===== src/rtl/sys_rst_req.sv =====
// Reset request generator. A keyed software write or an expired watchdog
// produces a fixed-width active-low reset pulse, followed by a holdoff window.
module sys_rst_req #(
  parameter int unsigned PULSE_CNT   = 16,
  parameter int unsigned HOLDOFF_CNT = 8,
  parameter int unsigned WDT_W       = 24,
  parameter logic [7:0]  KEY         = 8'hA5
) (
  input  logic             clk_i,
  input  logic             rst_n_i,
  input  logic             sw_wr_i,
  input  logic [31:0]      sw_wdata_i,
  input  logic             wdt_en_i,
  input  logic             wdt_kick_i,
  input  logic [WDT_W-1:0] wdt_load_i,
  output logic             rst_req_n_o,
  output logic             busy_o,
  output logic [1:0]       cause_o
);

  typedef enum logic [1:0] {IDLE, ASSERT, HOLDOFF} state_t;

  localparam logic [7:0] PULSE_LAST   = 8'(PULSE_CNT - 1);
  localparam logic [7:0] HOLDOFF_LAST = 8'(HOLDOFF_CNT - 1);

  state_t             state_q, state_d;
  logic [7:0]         cnt_q, cnt_d;
  logic [WDT_W-1:0]   wdt_cnt_q, wdt_cnt_d;
  logic               wdt_en_q;
  logic               armed_q;
  logic               rst_req_n_q, rst_req_n_d;
  logic               busy_q, busy_d;
  logic [1:0]         cause_q, cause_d;

  logic               sw_req, wdt_req, wdt_reload_ext, wdt_reload_fsm;
  logic               unused_wdata;

  always_comb begin
    unused_wdata   = ^sw_wdata_i[23:0];
    sw_req         = sw_wr_i && (sw_wdata_i[31:24] == KEY);
    // A kick or enable rising edge reloads the counter and beats the zero condition.
    wdt_reload_ext = wdt_kick_i || (wdt_en_i && !wdt_en_q);
    wdt_req        = wdt_en_i && (wdt_cnt_q == '0) && !wdt_reload_ext;

    state_d        = state_q;
    cnt_d          = cnt_q;
    cause_d        = cause_q;
    wdt_reload_fsm = 1'b0;

    case (state_q)
      IDLE: begin
        if (armed_q && (sw_req || wdt_req)) begin
          state_d = ASSERT;
          cnt_d   = '0;
          cause_d = sw_req ? 2'b01 : 2'b10;
        end
      end
      ASSERT: begin
        if (cnt_q == PULSE_LAST) begin
          state_d        = HOLDOFF;
          cnt_d          = '0;
          wdt_reload_fsm = 1'b1;
        end else begin
          cnt_d = cnt_q + 8'd1;
        end
      end
      HOLDOFF: begin
        if (cnt_q == HOLDOFF_LAST) begin
          state_d = IDLE;
          cnt_d   = '0;
        end else begin
          cnt_d = cnt_q + 8'd1;
        end
      end
      default: begin
        state_d = IDLE;
        cnt_d   = '0;
      end
    endcase

    wdt_cnt_d = wdt_cnt_q;
    if (wdt_reload_ext || wdt_reload_fsm) begin
      wdt_cnt_d = wdt_load_i;
    end else if (wdt_en_i && (state_q == IDLE) && (wdt_cnt_q != '0)) begin
      wdt_cnt_d = wdt_cnt_q - WDT_W'(1);
    end

    rst_req_n_d = (state_d != ASSERT);
    busy_d      = (state_d != IDLE);
  end

  always_ff @(posedge clk_i or negedge rst_n_i) begin
    if (!rst_n_i) begin
      state_q     <= IDLE;
      cnt_q       <= '0;
      wdt_cnt_q   <= '0;
      wdt_en_q    <= 1'b0;
      armed_q     <= 1'b0;
      rst_req_n_q <= 1'b1;
      busy_q      <= 1'b0;
      cause_q     <= 2'b00;
    end else begin
      state_q     <= state_d;
      cnt_q       <= cnt_d;
      wdt_cnt_q   <= wdt_cnt_d;
      wdt_en_q    <= wdt_en_i;
      armed_q     <= 1'b1;
      rst_req_n_q <= rst_req_n_d;
      busy_q      <= busy_d;
      cause_q     <= cause_d;
    end
  end

  assign rst_req_n_o = rst_req_n_q;
  assign busy_o      = busy_q;
  assign cause_o     = cause_q;

endmodule


===== config.mk =====
export PLATFORM = sky130hd
export DESIGN_NAME = sys_rst_req
export DESIGN_NICKNAME = d
export VERILOG_FILES = /design/src/rtl/sys_rst_req.sv
export SDC_FILE = /design/constraint.sdc
export NUM_CORES = 1
export LEC_CHECK = 0
export ABC_AREA = 1
export CORE_MARGIN = 8
export CORE_UTILIZATION = 45
export DETAILED_ROUTE_END_ITERATION = 7
export GPL_ROUTABILITY_DRIVEN = 0
export PLACE_DENSITY = 0.76
export SLEW_MARGIN = 20
export SYNTH_ARGS = -nofsm -noshare
export SYNTH_HDL_FRONTEND = slang
export SYNTH_SLANG_ARGS = --single-unit

===== constraint.sdc =====
create_clock -name clk_i -period 1.41 [get_ports clk_i]
set_input_delay 0.141 -clock clk_i [delete_from_list [all_inputs] [get_ports clk_i]]
set_output_delay 0.141 -clock clk_i [all_outputs]
set_load 0.01 [all_outputs]

## After elaboration in Yosys (flattened, before gate mapping)

Cells that the tools add are included.
Widths: inputs -> output; s select.

| operators by class | value |
|---|---|
| add/sub/neg operators | 2 |
| $mul | 0 |
| div/mod/pow operators | 0 |
| $lt $le $gt $ge | 0 |
| equality and inequality tests | 7 |
| shift operators | 0 |
| mux-type cells | 13 |
| bitwise operators | 0 |
| reduce and logical (&&, ||, !) cells | 18 |

Operators by type and width:

| operator | number |
|---|---|
| $mux 24 | 2 |
| $logic_not 24->1 | 1 |
| $mux 8 | 3 |
| $pmux 8 s3 | 1 |
| $reduce_bool 24->1 | 1 |
| $sub 24x1->24 const B | 1 |
| $add 8x1->8 const B | 1 |
| $eq 8x3->1 const B | 1 |
| $eq 8x4->1 const B | 1 |
| $eq 8x8->1 const B | 1 |
| $mux 2 | 4 |
| $logic_and 1x1->1 | 7 |
| $pmux 2 s3 | 1 |
| $reduce_bool 2->1 | 2 |
| $logic_or 1x1->1 | 3 |
| $eq 2x1->1 const B | 1 |
| $eq 2x2->1 const B | 1 |
| $logic_not 1->1 | 2 |
| $logic_not 2->1 | 1 |
| $mux 1 | 2 |
| $ne 2x1->1 const B | 1 |
| $ne 2x2->1 const B | 1 |
| $reduce_and 2->1 | 1 |

| storage, ports and cells | value |
|---|---|
| register bits after elaboration | 40 |
| bits in latches | 0 |
| RAM bits | 0 |
| ROM bits | 0 |
| output and inout bits | 4 |
| memories | 0 |

## Longest topological paths before layout

| logic depth | value |
|---|---|
| depth after elaboration | 10 |
| depth in mapped cells | 14 |

## Worst setup path after synthesis

OpenSTA, ideal clock, no wires.

| path | value |
|---|---|
| path type | register to register |
| from | reg cnt_q[0] |
| to | reg wdt_cnt_q[21] |
| library setup time | 0.116 ns |
| arrival | 1.444 ns |
| required time | 1.294 ns |
| path slack | -0.151 ns |
| cell stages (with the launch flop) | 14 |
| path through | dfrtp_1 > ha_1 > nand2_1 > inv_2 > nand2_2 > nor2_2 > nand2_1 > nand2_2 > inv_2 > buf_6 > buf_6 > nand3_1 > nand2_1 > nand2_1 |

| between the ends | value |
|---|---|
| longest elaborated chain between the ends | 5 |
| elaborated cells on any way between the ends | 6 |

RTL lines:

| what | RTL line | source |
|---|---|---|
| from (decl) | 27 | `logic [7:0] cnt_q, cnt_d;` |
| from (signal assigned) | 104 | `cnt_q <= cnt_d;` |
| $eq 8x4->1 (*) | 59 | `if (cnt_q == PULSE_LAST) begin` |
| $mux 1 (*) | 59 |  |
| $mux 1 (*) | 50 | `case (state_q)` |
| $logic_or 1x1->1 (*) | 82 | `if (wdt_reload_ext \|\| wdt_reload_fsm) begin` |
| $mux 24 / $reduce_bool 2->1 (equally long branches) | -- |  |
| to (signal assigned) | 105 | `wdt_cnt_q <= wdt_cnt_d;` |
| to (decl) | 28 | `logic [WDT_W-1:0] wdt_cnt_q, wdt_cnt_d;` |

Every way passes the cells marked *; elsewhere a longest branch is shown, timed or not.
A chain may end at the register's enable or synchronous reset.

## Worst setup path after layout

| path | value |
|---|---|
| from | reg wdt_cnt_q[4] |
| to | reg wdt_cnt_q[2] |

| between the ends | value |
|---|---|
| longest elaborated chain between the ends | 3 |

RTL lines:

| what | RTL line | source |
|---|---|---|
| $reduce_bool 24->1 | 84 | `end else if (wdt_en_i && (state_q == IDLE) && (wdt_cnt_q != '0)) begin` |
| $logic_and 1x1->1 | 84 |  |
| $reduce_bool 2->1 (no line) | -- |  |

Every way passes these cells.

==> reports/results.ini <==
[cells_and_area]
n_antenna_cell=0
finish.cell_count_without_fillers=606
post_route_cells_drive_above_1_share_pct=37.9
multi_input_comb_area_um2=1780
layout_common_cells=89 x sky130_fd_sc_hd__buf_4, 74 x sky130_fd_sc_hd__nand2_1, 49 x sky130_fd_sc_hd__nor2_1, 38 x sky130_fd_sc_hd__clkdlybuf4s50_1, 37 x sky130_fd_sc_hd__dfrtp_1
commonest_non_fill_non_tap_cell_in_the_layout=sky130_fd_sc_hd__buf_4
nets=598
layout.cell_area.non_filler_um2=4460
seqCellArea_um2=1000
utilization_pct=75.3
syn_to_final_growth_pct=62.6
n_fill_cell=396

[timing]
slew_violations=0
fin_crit_ns=1.77
grt_setup_unrepaired=yes
max_freq_mhz=566
finalWorstSetupSlack_ns=-0.358
final.setup_skew_ns=0.0133
setup_viol=38
fin_tns_setup_ns=-10.50
fin_crit_sh_pct=125
finalHoldViolCount=0

[power]
netSwitchingFraction_pct=32.7
power.density_cell_area_nw_per_um2=743
share_seq_of_total_power_pct=40.4
switching_component_of_the_power_mw=1.08
static-leakage-power_nw=2.05
relative_contribution_of_the_clock_network_to_total_power_pct=25.1
internal_power_mw=2.23
vdd.ir_drop.worst_uv=539
power_frac_comb_pct=34.5
finalPower_mw=3.31

[synthesis]
synth-seq-cells=40
syn_nets=455
synth_warnings=0
postSynth.topFlopCell=sky130_fd_sc_hd__dfrtp_1
post_synth_instance_area_um2=2740
seq_area_frac_synth_pct=36.6
synthCells=387
synthesis.area_per_instance_um2=7.08
ys_async_sr_fraction_pct=100
synth.distinct_cells=31
synth_enable_flop_cells=0

[critical_path]
regToRegSetupSlack_ns=-0.36
timing.critical_path.slowest_stage_cell=sky130_fd_sc_hd__dfrtp_1
crit_start=wdt_cnt_q[4]
timing.rr.end=wdt_cnt_q[2]
worst_setup_path_endpoint=wdt_cnt_q[2]
timing.critical_path.to_type=register
worst_path_most_repeated_cell=sky130_fd_sc_hd__nand3_2
r2r_start=wdt_cnt_q[4]
worst_path_largest_cell_delay_ns=0.46
worst-endpoint-required_ns=1.59
worst-setup-path-type=register to register
crit_path_max_fanout=7
reg2reg_depth=9
path_cells=nor2_4, nand2_2, nor2_4, nand3_2, nand2_4, buf_6, clkinvlp_4, nand3_2, nand3_2
timing.critical_path.from_type=register
worst_path_arrival_time_ns=1.94

[clock_network]
worst_skew_late_latency_ns=0.30
clk_pin_slew_worst_paths_ns=0.09
cts-root-to-sink-buffers=2
root_buffer=sky130_fd_sc_hd__clkbuf_8
cts_sinks=40
cts_made_buffers=5
number_of_h_tree_levels=2
cts_tree=yes

[drt]
wirelength_um=10600
route.detailed.vias_per_inst=5.67
num_vias=3433
routed_wire_length_per_instance_um=17.5
first_pass_iters=5
remaining_drc_errors=0
final_antenna_net_count=0
drt_first_iter_violations=289

[place]
port_buffers=40
placed_cell_area_um2=3770
detailedPlacementHpwl_um=6100
numPlacedInstances=570

[run]
cap_violations=0

[global_route]
grt.total_usage_pct=20.9
globalRoute.totalOverflow=0
grt_pass1_wl_um=14800
grt_antenna_before_repair=0
grt_max_degree=24
first_global_vias=3307

[floorplanning]
placement_rows=28
die_w_um=94.1
design.portCount=65
design.core.area_um2=5920
dieArea_um2=8850
floorplan.die.height_um=94.1
start_util_pct=46.3

[run_status]
failed_checks=negative setup slack
outcome=complete, but fails checks

[worst_hold_path]
hp-class=input port to asynchronous set/reset pin

==> worst min-delay path by stage <==
stage          startpoint             to  slack (ns)  depth (start not counted)
3_5_place_dp      rst_n_i  wdt_cnt_q[15]        0.11                          1
3_3_place_gp      rst_n_i  wdt_cnt_q[14]        0.11                          1
2_1_floorplan     rst_n_i        armed_q       -0.15                          0
4_1_cts           rst_n_i  wdt_cnt_q[15]        0.33                          2
6_report          rst_n_i  wdt_cnt_q[10]        0.33                          2
5_1_grt           rst_n_i  wdt_cnt_q[10]        0.36                          2
==> flip-flops by register name (all words and copies together) (netlist names) <==
signal	count
armed_q	1
busy_o	1
cause_o	2
cnt_q	8
rst_req_n_o	1
state_q	2
wdt_cnt_q	24
wdt_en_q	1
==> synthesized netlist by cell type, drive strengths merged, types with 5 or more instances <==
master | count | area (um2)
ha | 7 | 87.6
xnor2 | 5 | 43.8
o211ai | 13 | 118
a21oi | 8 | 40.0
nand2 | 97 | 387
o21ai | 31 | 155
inv | 38 | 145
xor2 | 5 | 43.8
nand4 | 10 | 62.6
nor2 | 71 | 284
nand3 | 38 | 195
buf | 11 | 95.1
dfrtp | 39 | 976
==> critical path: cells and delay by family (launching register included) <==
kind          cells  cell delay, ns
simple gates      7            0.87
flops             1            0.46
buf+inv           2            0.31
==> repair_timing <==
item | CTS | global route
endpoints found under the hold margin | 17 | 0
setup buffers | 17 | 9
endpoints found under the setup margin | 39 | 38
hold buffers | 1 | 0
cloned | 1 | 2
pin swaps | 18 | 32
gates resized for setup | 41 | 77
==> cells by family (layout without fill, tap and decap cells) <==
group	count (synthesis)	in the layout	share of synthesized area, %
compound gates	55	55	12.2
fa+ha+maj	7	7	3.19
xor+xnor	10	10	3.19
simple gates	225	225	35.9
buf+inv	49	193	8.76
other cells	1	1	0.137
flops	40	40	36.6
==> per-stage QoR <==
| stage | hold WS [ns] | setup slack (ns) |
|---|---|---|
| 6_report | 0.331 | -0.358 |
| 5_1_grt | 0.357 | -0.442 |
| 4_1_cts | 0.335 | -0.243 |
| 3_5_place_dp | 0.114 | -0.378 |
| 3_3_place_gp | 0.114 | -0.269 |
| 2_1_floorplan | -0.155 | -0.151 |
==> cell type report <==
type                       count  area share (%)
multi-input combinational    298            39.9
timing repair buffer         147            29.9
sequential                    40            22.5
inverter                      38            3.45
tap                           75            2.10
clock buffer                   8            2.02
==> routing by layer <==
layer	wire (um)	global-route usage (%)	share of wire (%)
met1	3710	21.6	35
met5	0	0	0
met2	5690	39.3	54
met3	639	4.56	6.0
met4	569	8.98	5.4
==> power groups by stage <==
| stage | clock network (mW) | logic, mW | registers (mW) |
|---|---|---|---|
| after floorplan | 0 | 0.380 | 1.34 |
| after global placement | 0 | 0.832 | 1.33 |
| after detailed placement | 0 | 0.857 | 1.34 |
| after CTS | 0.832 | 0.981 | 1.32 |
| after global routing | 0.891 | 1.23 | 1.35 |
| final | 0.832 | 1.14 | 1.34 |
No activity file was read; power rests on OpenSTA's default activity.
